==> src/rtl/lfsr_seq_ctrl.sv <==
// Command sequencer for the display LFSR: loads seeds, issues counted or free-running
// shifts, and measures the cycle length of the attached LFSR by walking it back to its start.
module lfsr_seq_ctrl #(
  parameter int unsigned DIV      = 4,
  parameter int unsigned DIV_W    = 24,
  parameter int unsigned PERIOD_W = 9
) (
  input  logic                clk,
  input  logic                rst,
  input  logic                cmd_valid,
  output logic                cmd_ready,
  input  logic [1:0]          cmd_op,
  input  logic [7:0]          cmd_arg,
  input  logic                stop,
  input  logic [7:0]          lfsr_q,
  output logic                lfsr_en,
  output logic                lfsr_load,
  output logic [7:0]          lfsr_seed,
  output logic                busy,
  output logic [PERIOD_W-1:0] period,
  output logic                period_valid,
  output logic                timeout
);

  typedef enum logic [2:0] {
    S_IDLE,
    S_LOAD,
    S_STEP,
    S_RUN,
    S_MEAS
  } state_t;

  typedef enum logic [1:0] {
    OP_STEP = 2'b00,
    OP_RUN  = 2'b01,
    OP_MEAS = 2'b10,
    OP_LOAD = 2'b11
  } op_t;

  localparam logic [DIV_W-1:0]    DIV_LAST = DIV_W'(DIV - 1);
  localparam logic [PERIOD_W-1:0] MEAS_MAX = '1;

  state_t               state, state_nxt;
  op_t                  op;
  logic                 accept;
  logic [7:0]           step_rem;
  logic [DIV_W-1:0]     div_cnt;
  logic [PERIOD_W-1:0]  meas_cnt;
  logic [7:0]           meas_start;
  logic                 meas_hit;
  logic                 meas_expire;

  assign op        = op_t'(cmd_op);
  assign cmd_ready = (state == S_IDLE);
  assign busy      = (state != S_IDLE);
  assign accept    = cmd_valid && cmd_ready;

  always_ff @(posedge clk or negedge rst) begin
    if (!rst) state <= S_IDLE;
    else      state <= state_nxt;
  end

  // lfsr_en is decoded from the current lfsr_q and stop so that a MEASURE match or an abort
  // suppresses the shift in the very cycle it is seen; everything it depends on is registered.
  always_comb begin
    state_nxt   = state;
    lfsr_en     = 1'b0;
    meas_hit    = 1'b0;
    meas_expire = 1'b0;
    case (state)
      S_IDLE: begin
        if (accept) begin
          case (op)
            OP_STEP: if (cmd_arg != '0) state_nxt = S_STEP;
            OP_RUN:  state_nxt = S_RUN;
            OP_MEAS: state_nxt = S_MEAS;
            default: state_nxt = S_LOAD;
          endcase
        end
      end
      S_LOAD: state_nxt = S_IDLE;
      S_STEP: begin
        if (stop) begin
          state_nxt = S_IDLE;
        end else begin
          lfsr_en = 1'b1;
          if (step_rem == 8'd1) state_nxt = S_IDLE;
        end
      end
      S_RUN: begin
        if (stop) state_nxt = S_IDLE;
        else      lfsr_en   = (div_cnt == DIV_LAST);
      end
      S_MEAS: begin
        if (stop) begin
          state_nxt = S_IDLE;
        end else if ((meas_cnt != '0) && (lfsr_q == meas_start)) begin
          meas_hit  = 1'b1;
          state_nxt = S_IDLE;
        end else if (meas_cnt == MEAS_MAX) begin
          meas_expire = 1'b1;
          state_nxt   = S_IDLE;
        end else begin
          lfsr_en = 1'b1;
        end
      end
      default: state_nxt = S_IDLE;
    endcase
  end

  always_ff @(posedge clk or negedge rst) begin
    if (!rst) begin
      lfsr_load    <= 1'b0;
      lfsr_seed    <= '0;
      step_rem     <= '0;
      div_cnt      <= '0;
      meas_cnt     <= '0;
      meas_start   <= '0;
      period       <= '0;
      period_valid <= 1'b0;
      timeout      <= 1'b0;
    end else begin
      lfsr_load <= 1'b0;
      case (state)
        S_IDLE: begin
          if (accept) begin
            case (op)
              OP_STEP: step_rem <= cmd_arg;
              OP_RUN:  div_cnt  <= '0;
              OP_MEAS: begin
                meas_start   <= lfsr_q;
                meas_cnt     <= '0;
                period       <= '0;
                period_valid <= 1'b0;
                timeout      <= 1'b0;
              end
              default: begin
                lfsr_load <= 1'b1;
                lfsr_seed <= (cmd_arg == '0) ? 8'h01 : cmd_arg;
              end
            endcase
          end
        end
        S_STEP: begin
          if (!stop) step_rem <= step_rem - 8'd1;
        end
        S_RUN: begin
          div_cnt <= (div_cnt == DIV_LAST) ? '0 : div_cnt + DIV_W'(1);
        end
        S_MEAS: begin
          if (lfsr_en) meas_cnt <= meas_cnt + PERIOD_W'(1);
          if (meas_hit) begin
            period       <= meas_cnt;
            period_valid <= 1'b1;
          end
          if (meas_expire) begin
            period       <= '0;
            period_valid <= 1'b1;
            timeout      <= 1'b1;
          end
        end
        default: ;
      endcase
    end
  end

endmodule

==> config.mk <==
export PLATFORM = sky130hd
export DESIGN_NAME = lfsr_seq_ctrl
export DESIGN_NICKNAME = d
export VERILOG_FILES = /design/src/rtl/lfsr_seq_ctrl.sv
export SDC_FILE = /design/constraint.sdc
export NUM_CORES = 1
export LEC_CHECK = 0
export ABC_AREA = 0
export BUFFER_PORTS_ARGS = -buffer_cell sky130_fd_sc_hd__buf_2
export CAP_MARGIN = 15
export CORE_MARGIN = 3
export CORE_UTILIZATION = 58
export CTS_CLUSTER_SIZE = 8
export DETAILED_ROUTE_END_ITERATION = 16
export PLACE_DENSITY_LB_ADDON = 0.1
export SYNTH_ARGS = -nofsm -noshare
export SYNTH_HDL_FRONTEND = slang
export SYNTH_SLANG_ARGS = --single-unit
export TNS_END_PERCENT = 20
==> constraint.sdc <==
create_clock -name clk -period 2.7 [get_ports clk]
set_input_delay 0.405 -clock clk [delete_from_list [all_inputs] [get_ports clk]]
set_output_delay 0.405 -clock clk [all_outputs]
set_load 0.1 [all_outputs]
==> out/results.ini, run 1 <==
[status]
status=completed

[global_route]
overflow=0
antenna_found_initial=0
grt_util_all_layers_pct=23.94
grt_max_degree=73
grt_pass1_wl_um=14230
grt_pass1_vias=3039

[sta]
grt_setup_unrepaired=yes
worst_slack_ns=0.001316
setup_tns_ns=0
fmax_mhz=370.6
relSlewSlack_pct=56.35
setup_viol=0
period_needed_ns=2.699
drv_slew=0
finalHoldViolations=0
worst_pin_slew_ns=0.6523
fin_crit_sh_pct=99.95
skew_ns=0.006489

[run]
maxCapViolCount=0

[detailed_routing]
wl_per_cell_um=15.64
vias_per_cell=5.979
postRouteAntennaNets=0
drtIter0Drc=190
drt-pass1-iter-count=4
totalWireLength_um=8103
vias=3097
drc=0

[setup_path]
r2r-end=div_cnt[16]
path_max_fanout=4
cp_data_arrival_time_ns=2.29
critPathLaunchType=flop
timing_worst_setup_path_type=reg2out
reg2reg_slack_ns=0.25
reg2reg_from=div_cnt[0]
ff2ff_path_depth=8
cp.required_ns=2.30
crit_path_end_kind=output port

[cells_and_area]
layout_common_cells=72 x dfrtp_1, 43 x buf_2, 41 x nand2_1, 41 x o21ai_0, 34 x nor2_1
final_common_cell=dfrtp_1
layout-drive-gt1-share_pct=25.96
filler_cell_count=461
syn_to_final_growth_pct=16.61
final_area_mm2=0.004365
diodes=0
final_nets=466

[clock_network]
clk_pin_slew_ns=0.08
htree_levels=3
cts_root_buffer=clkbuf_8
clock_path_buffers=2
cts_num_sinks=72
cts_hold_buf=0
cts_made_buffers=9
clk_latency_ns=0.35
cts_tree=yes

[yosys]
synth_area_leaders=dfrtp_1 48%, o21ai_0 5.5%, mux2_2 4.5%, nand2_1 4.1%, nor2_1 3.4%
synth_edf_count=0
yosysSeqAreaShare_pct=48.13
synthFlopType=dfrtp_1
synth_nets=412
syn-cell-area_mm2=0.003744
netlist_instances=384
ys_warn_count=0
ys_ff_latch=72
yosysTopAreaCell=dfrtp_1
synth_top_area_share_pct=48.13
syn_avg_cell_area_um2=9.749
synth.distinct_cells=60
ys_async_sr_fraction_pct=100.0

[placed_design]
dp_hpwl_um=5519
place_ws_ns=0.1499
io_buffers=44
gp_congestion=0.8363
post_dp_cell_area_mm2=0.004054

[floorplan]
core_mm2=0.006096
io_pins=45
row_count=28
die_h_um=86.34
die_x_um=86.34
start_util_pct=61.41
die-area_mm2=0.007455

[worst_hold_path]
holdCritPathClass=in2async

[pwr]
p_per_area_mw_per_mm2=975.0
ir_worst_vdd_v=0.001147
p_leak_nw=1.980

-- critical path, cell delays in order, from the launching register on --
cell	delay, ns
dfrtp_1	0.38
ha_2	0.19
and3_4	0.18
and3_4	0.18
and3_4	0.19
ha_4	0.14
a31oi_4	0.05
a22oi_2	0.31
clkinvlp_4	0.15
buf_12	0.18
-- cells in the mapped netlist, types with 2 or more instances --
master    count
nor4b_1       2
o21ai_0      41
nor3_1        6
buf_2         7
nand3b_1      2
nand4_1       7
xnor2_1       3
mux2_2       15
or3_1         2
nand3_1      12
buf_6         2
nor2_2        2
nor2_1       34
and2_1        3
o21ai_1       2
nor3b_1       2
a31oi_1       7
nand2b_1      2
inv_1        11
o21a_1        2
clkbuf_1      4
a21oi_1      18
a22o_1       11
dfrtp_1      72
and3_1       11
nand2_1      41
nor4_2        2
nor3_2        2
a22oi_1       2
and3_2        3
nor4_1        9
ha_1          6
xor2_1       11
o21ai_2       2
-- layer usage --
layer | global-route usage [%] | part of all wire [%] | up-vias | wire [um]
met5 | 0 | 0 | - | 0
met4 | 9.632 | 1.6 | 0 | 127
met3 | 4.468 | 5.0 | 13 | 405
met2 | 39.57 | 48 | 74 | 3903
met1 | 31.13 | 45 | 1506 | 3666
li1 | - | - | 1504 | -
-- repair_timing --
| action | 4_1_cts | 5_1_grt |
|---|---|---|
| gates resized for setup | 8 | 0 |
| setup buffers | 4 | 3 |
| pin swaps | 2 | 2 |
| endpoints found under the setup margin | 1 | 2 |
-- registers in the layout (all words and copies together), names as in the netlist --
name / cells
div_cnt: 24
lfsr_load: 1
lfsr_seed: 8
meas_cnt: 9
meas_start: 8
period: 9
period_valid: 1
state: 3
step_rem: 8
timeout: 1
-- cell families after synthesis --
| family | after synthesis | share of synthesized area (%) |
|---|---|---|
| AO/OA/AOI/OAI | 99 | 16.75 |
| XOR/XNOR | 14 | 3.275 |
| adder cells (fa/ha/maj) | 6 | 2.005 |
| buffers and inverters | 25 | 3.242 |
| flip-flops | 72 | 48.13 |
| multiplexers | 15 | 4.512 |
| AND/OR/NAND/NOR | 153 | 22.09 |
-- layout make-up --
class                   instances  area (um2)  area share [%]
clock buffers                  11       151.4           3.468
clock inverters                 5       63.81           1.462
inverters                      11       45.04           1.032
multi-input cells             287        1864           42.71
flip-flops and latches         72        1802           41.27
well taps                      75       93.84           2.150
repair buffers                 57       345.3           7.911
-- report_power, final --
group | switching, mW | leakage [nW] | internal [mW]
Clock | 0.424 | 0.106 | 0.483
Combinational | 1.29 | 0.925 | 0.513
Sequential | 0.209 | 0.949 | 1.34
-- worst max path at each step --
stage                     start  endpoint  cells after the start
global route        meas_cnt[0]   lfsr_en                      9
detailed placement  meas_cnt[1]   lfsr_en                      9
floorplan           meas_cnt[0]   lfsr_en                      8
CTS                 meas_cnt[1]   lfsr_en                      9
finish              meas_cnt[0]   lfsr_en                      9
global placement    meas_cnt[1]   lfsr_en                      9
-- through the flow --
| step | power, mW | util, % | cells | hold slack (ns) |
|---|---|---|---|---|
| 2_1_floorplan | 2.941 | - | 384 | 0.1094 |
| 3_3_place_gp | 3.270 | 66.50 | 495 | 0.4624 |
| 3_5_place_dp | 3.323 | 66.50 | 495 | 0.4597 |
| 4_1_cts | 4.249 | 71.24 | 515 | 0.08018 |
| 5_1_grt | 4.504 | 71.61 | 518 | 0.07834 |
| 6_report | 4.256 | 71.61 | 518 | 0.05675 |
Power figures use the tool's default switching activity.
==> run 2: changes to the inputs <==
ABC_AREA = 1   (was 0)
BUFFER_PORTS_ARGS = -buffer_cell sky130_fd_sc_hd__buf_4   (was -buffer_cell sky130_fd_sc_hd__buf_2)
CORE_UTILIZATION = 59   (was 58)
==> out/results.ini, run 2 <==
[status]
status=completed

[yosys]
syn-cell-area_mm2=0.003974
synth_nets=541
synth_commonest_cells=134 x nand2_1, 72 x dfrtp_1, 65 x inv_1
synth.distinct_cells=37
yosysTopAreaCell=dfrtp_1
synth_top_area_share_pct=45.34
netlist_instances=513
synthMostInstantiatedCell=nand2_1
syn_avg_cell_area_um2=7.746
synth_area_leaders=dfrtp_1 45%, nand2_1 13%, inv_1 6.1%, nand3_1 5.0%, o21ai_0 4.0%
ys_ff_latch=72
ys_warn_count=0
synth_edf_count=0
synthFlopType=dfrtp_1
yosysSeqAreaShare_pct=45.34
ys_async_sr_fraction_pct=100.0

[cells_and_area]
syn_to_final_growth_pct=16.44
largest_register_ffs=24
final_nets=595
final_common_cell=nand2_1
final_util_pct=72.04
layout_common_cells=134 x nand2_1, 72 x dfrtp_1, 65 x inv_1
top_regs=div_cnt: 24 flops, meas_cnt: 9 flops, period: 9 flops
diodes=0
regMostFlops=div_cnt
layout-drive-gt1-share_pct=17.13
fin_cells=649
filler_cell_count=521
final_area_mm2=0.004627

[sta]
drv_slew=0
fmax_mhz=390.7
setup_viol=0
setup_tns_ns=0
hold_slack_ns=0.1885
period_needed_ns=2.560
fin_crit_sh_pct=94.81
worst_pin_slew_ns=0.8927
grt_setup_unrepaired=no
relSlewSlack_pct=40.48
skew_ns=0.01206
finalHoldViolations=0

[setup_path]
crit_path_end_kind=output port
crit_path_frequent_cell=ha_1
timing_worst_setup_path_type=reg2out
path_max_fanout=4
critPathLaunchType=flop
cp_cell_sequence=ha_1 > nand2_1 > nor2_2 > nand3_1 > nor3_2 > ha_1 > nor2_1 > nand3_2 > o211ai_1 > buf_6
crit_path_top_delay_cell=dfrtp_1
max_stage_delay_ns=0.42
cp_data_arrival_time_ns=2.15
cp.required_ns=2.30

[detailed_routing]
totalWireLength_um=9259
vias_per_cell=5.595
drtIter0Drc=167
postRouteAntennaNets=0
vias=3631
drc=0
drt-pass1-iter-count=5
wl_per_cell_um=14.27

[global_route]
grt_pass1_wl_um=15500
antenna_found_initial=0
grt_util_all_layers_pct=25.57
overflow=0
grt_pass1_vias=3481
grt_max_degree=73

[placed_design]
dp_hpwl_um=6676
placed_cells=628
gp_congestion=0.9398
io_buffers=44
post_dp_cell_area_mm2=0.004374

[pwr]
p_per_area_mw_per_mm2=881.0
p_leak_nw=2.224
ir_worst_vdd_v=0.0004604

[floorplan]
row_count=29
die_h_um=88.07
start_util_pct=61.87
core_mm2=0.006422
die-area_mm2=0.007756
die_x_um=88.07
io_pins=45

[clock_network]
cts_made_buffers=9
clock_path_buffers=2
htree_levels=3
cts_num_sinks=72
cts_root_buffer=clkbuf_8
clk_pin_slew_ns=0.08
cts_tree=yes
clk_latency_ns=0.35

[worst_hold_path]
holdCritPathClass=in2async

[run]
maxCapViolCount=0

run 2: changes by cell type in the layout (fill, tap and decap cells not counted), moves of 7 or more:
cell	delta
nand2_1	+93
inv_1	+55
buf_2	-43
buf_4	+40
nand3_1	+28
mux2_2	-12
a22o_1	-11
o22ai_1	+11
o21ai_0	-9
and3_1	-8
a31oi_1	-7
inv_2	+7
o21ai_1	+7
run 2: kinds of logic (layout without fill, tap and decap cells):
kind of cell | Yosys count | in the layout | synth area share [%]
compound gates | 75 | 75 | 10.23
xor+xnor | 20 | 20 | 4.408
fa+ha+maj | 6 | 6 | 1.889
buf+inv | 82 | 141 | 8.280
flops | 72 | 72 | 45.34
mux | 4 | 4 | 1.133
simple gates | 254 | 254 | 28.72
run 2: final timing paths:
path,from,end,slack (ns),cells after the start
max,meas_cnt[1],lfsr_en,0.14,10
min in group clk,lfsr_q[7],meas_start[7],0.29,3
max in group asynchronous,rst,period_valid,1.94,1
min,rst,step_rem[3],0.19,1
max reg2reg,meas_cnt[1],meas_cnt[7],0.53,13
min reg2reg,lfsr_seed[5],lfsr_seed[5],0.49,1
run 2: critical path: cells and delay by family, from the launching register on:
family                     cells  cell delay [ns]
AOI/OAI and AO/OA              1             0.15
adders and majority gates      2             0.40
buffers and inverters          1             0.27
DFF                            1             0.42
and+or+nand+nor                6             0.56
run 2: area by class of cell:
| cell class | instances | area (um2) | share of cell area, % |
|---|---|---|---|
| flip-flops and latches | 72 | 1802 | 38.94 |
| inverters | 72 | 270.3 | 5.841 |
| clock inverters | 1 | 7.507 | 0.1622 |
| clock buffers | 15 | 196.4 | 4.246 |
| multi-input cells | 359 | 1853 | 40.05 |
| repair buffers | 53 | 401.6 | 8.680 |
| well taps | 77 | 96.34 | 2.082 |
run 2: what timing repair did:
item                       CTS  global route
setup endpoints to repair    1             1
buffers inserted             0             5
pin swaps                    0             3
cloned                       0             0
resized for setup            1             2
hold buffers                 0             0
run 2: layer usage:
metal,GRT usage (%),share of wire [%]
met5,0,0
met4,8.242,1.6
met1,32.55,43
met2,43.01,50
met3,6.303,5.2
run 2: where the power goes:
part	switching, mW	internal (mW)
Clock	0.397	0.461
Combinational	1.20	0.474
Sequential	0.198	1.35
Total	1.80	2.28
run 2: metrics by stage:
stage | setup WS (ns) | total power, mW
final | 0.1402 | 4.076
after global routing | 0.01575 | 4.329
after global placement | 0.4636 | 3.145
after CTS | 0.004473 | 4.065
after floorplan | -0.2093 | 2.810
after detailed placement | 0.3818 | 3.209
==> run 3: changes to the inputs <==
BUFFER_PORTS_ARGS = not set   (was -buffer_cell sky130_fd_sc_hd__buf_4)
CORE_UTILIZATION = 64   (was 59)
DONT_BUFFER_PORTS = 1   (was not set)
==> out/results.ini, run 3 (synthesis results as in run 2) <==
[global_route]
grt_util_all_layers_pct=27.18
grt_pass1_wl_um=15590
grt_pass1_vias=3448
overflow=0
grt_max_degree=73
antenna_found_initial=0

[placed_design]
gp_congestion=0.9442
post_dp_cell_area_mm2=0.004084
place_ws_ns=0.3895
dp_hpwl_um=6629
io_buffers=0

[sta]
fmax_mhz=384.5
drv_slew=0
period_needed_ns=2.601
skew_ns=0.008763
worst_pin_slew_ns=0.9379
worst_slack_ns=0.09940
fin_crit_sh_pct=96.32
relSlewSlack_pct=37.47
setup_viol=0
hold_slack_ns=0.1835
finalHoldViolations=0

[setup_path]
crit_path_top_delay_cell=dfrtp_1
crit_path_end_kind=output port
critical_path.top_delay_family=simple AND/OR/NAND/NOR gates
max_stage_delay_ns=0.42
path_max_fanout=6
timing_worst_setup_path_type=reg2out
critPathLaunchType=flop
cp.required_ns=2.30
cp_cell_sequence=ha_1 > nand2_1 > nor2_2 > nand3_1 > nor3_2 > ha_1 > nor2_2 > nand3_2 > o211ai_1 > clkbuf_16
crit_buf_inv=1
cp_data_arrival_time_ns=2.20

[clock_network]
cts_made_buffers=9
cts_tree=yes
clk_latency_ns=0.34
clock_path_buffers=2
cts_root_buffer=clkbuf_8
cts_num_sinks=72
htree_levels=3
clk_pin_slew_ns=0.08

[detailed_routing]
postRouteAntennaNets=0
wl_per_cell_um=15.07
drt-pass1-iter-count=5
drc=0
vias=3501
vias_per_cell=5.768
drtIter0Drc=216
totalWireLength_um=9148

[pwr]
p_clk_share_pct=21.8
sw_frac_of_total_pct=45.02
p_leak_nw=2.037
seq_power_share_pct=51.4
p_int_mw=2.160
p_per_area_mw_per_mm2=902.0
p_sw_mw=1.769
ir_worst_vdd_v=0.0009861
power_frac_comb_pct=26.8

[worst_hold_path]
holdCritPathClass=in2reg

[floorplan]
die_h_um=84.80
start_util_pct=66.72
row_count=28
die_x_um=84.80
die-area_mm2=0.007190
io_pins=45
core_mm2=0.005956

[cells_and_area]
final_area_mm2=0.004357
largest_register_ffs=24
final_nets=555
regMostFlops=div_cnt
diodes=0
syn_to_final_growth_pct=9.635
top_regs=div_cnt: 24 flops, meas_cnt: 9 flops, period: 9 flops
layout-drive-gt1-share_pct=10.90
final_common_cell=nand2_1
layout_common_cells=134 x nand2_1, 72 x dfrtp_1, 65 x inv_1

[run]
maxCapViolCount=0

[status]
status=completed

==> run 3: path summary, 6_finish.rpt <==
kind                               start            end  slack [ns]  cells after the start
max                          meas_cnt[1]        lfsr_en         0.1                     10
min                            lfsr_q[0]  meas_start[0]        0.18                      2
max reg2reg                  meas_cnt[1]    meas_cnt[0]        0.57                     13
min reg2reg                meas_start[0]  meas_start[0]        0.50                      2
max in group asynchronous            rst    div_cnt[14]        1.77                      2
min in group asynchronous            rst     div_cnt[3]        0.63                      2
==> run 3: per-layer routing <==
metal,vias to the layer above,part of all wire (%),global-route usage (%)
met5,-,0,0
li1,1694,-,-
met4,0,2.4,13.81
met2,136,48,42.70
met3,29,7.0,6.379
met1,1642,43,35.21
==> run 3: power groups by stage <==
stage	Sequential (mW)	Clock, mW	Combinational, mW
2_1_floorplan	1.99	0	0.820
3_3_place_gp	2.03	0	0.966
3_5_place_dp	2.05	0	0.997
4_1_cts	2.02	0.863	1.05
5_1_grt	2.06	0.914	1.19
6_report	2.02	0.855	1.05
==> run 3: metrics by stage <==
stage                     cells  total power [mW]  utilization [%]  setup TNS [ns]
after floorplan             513             2.810                -         -0.2093
after global placement      585             2.997            68.57               0
after detailed placement    585             3.045            68.57               0
after CTS                   604             3.934            72.65               0
after global routing        607             4.164            73.15        -0.02243
final                       607             3.930            73.15               0
==> run 3: final cells by class <==
| type | instances | area [um2] |
|---|---|---|
| sequential | 72 | 1802 |
| fill | 447 | 1599 |
| inverter | 72 | 270.3 |
| clock inverter | 5 | 56.30 |
| timing repair buffer | 13 | 137.6 |
| clock buffer | 11 | 141.4 |
| multi-input combinational | 359 | 1856 |
| tap | 75 | 93.84 |
==> run 3: timing repair <==
item | CTS | global route
hold buffers | 2 | 0
resized for setup | 0 | 4
endpoints found under the setup margin | 1 | 1
pin swaps | 1 | 2
hold endpoints to repair | 72 | 0
buffers inserted | 1 | 3
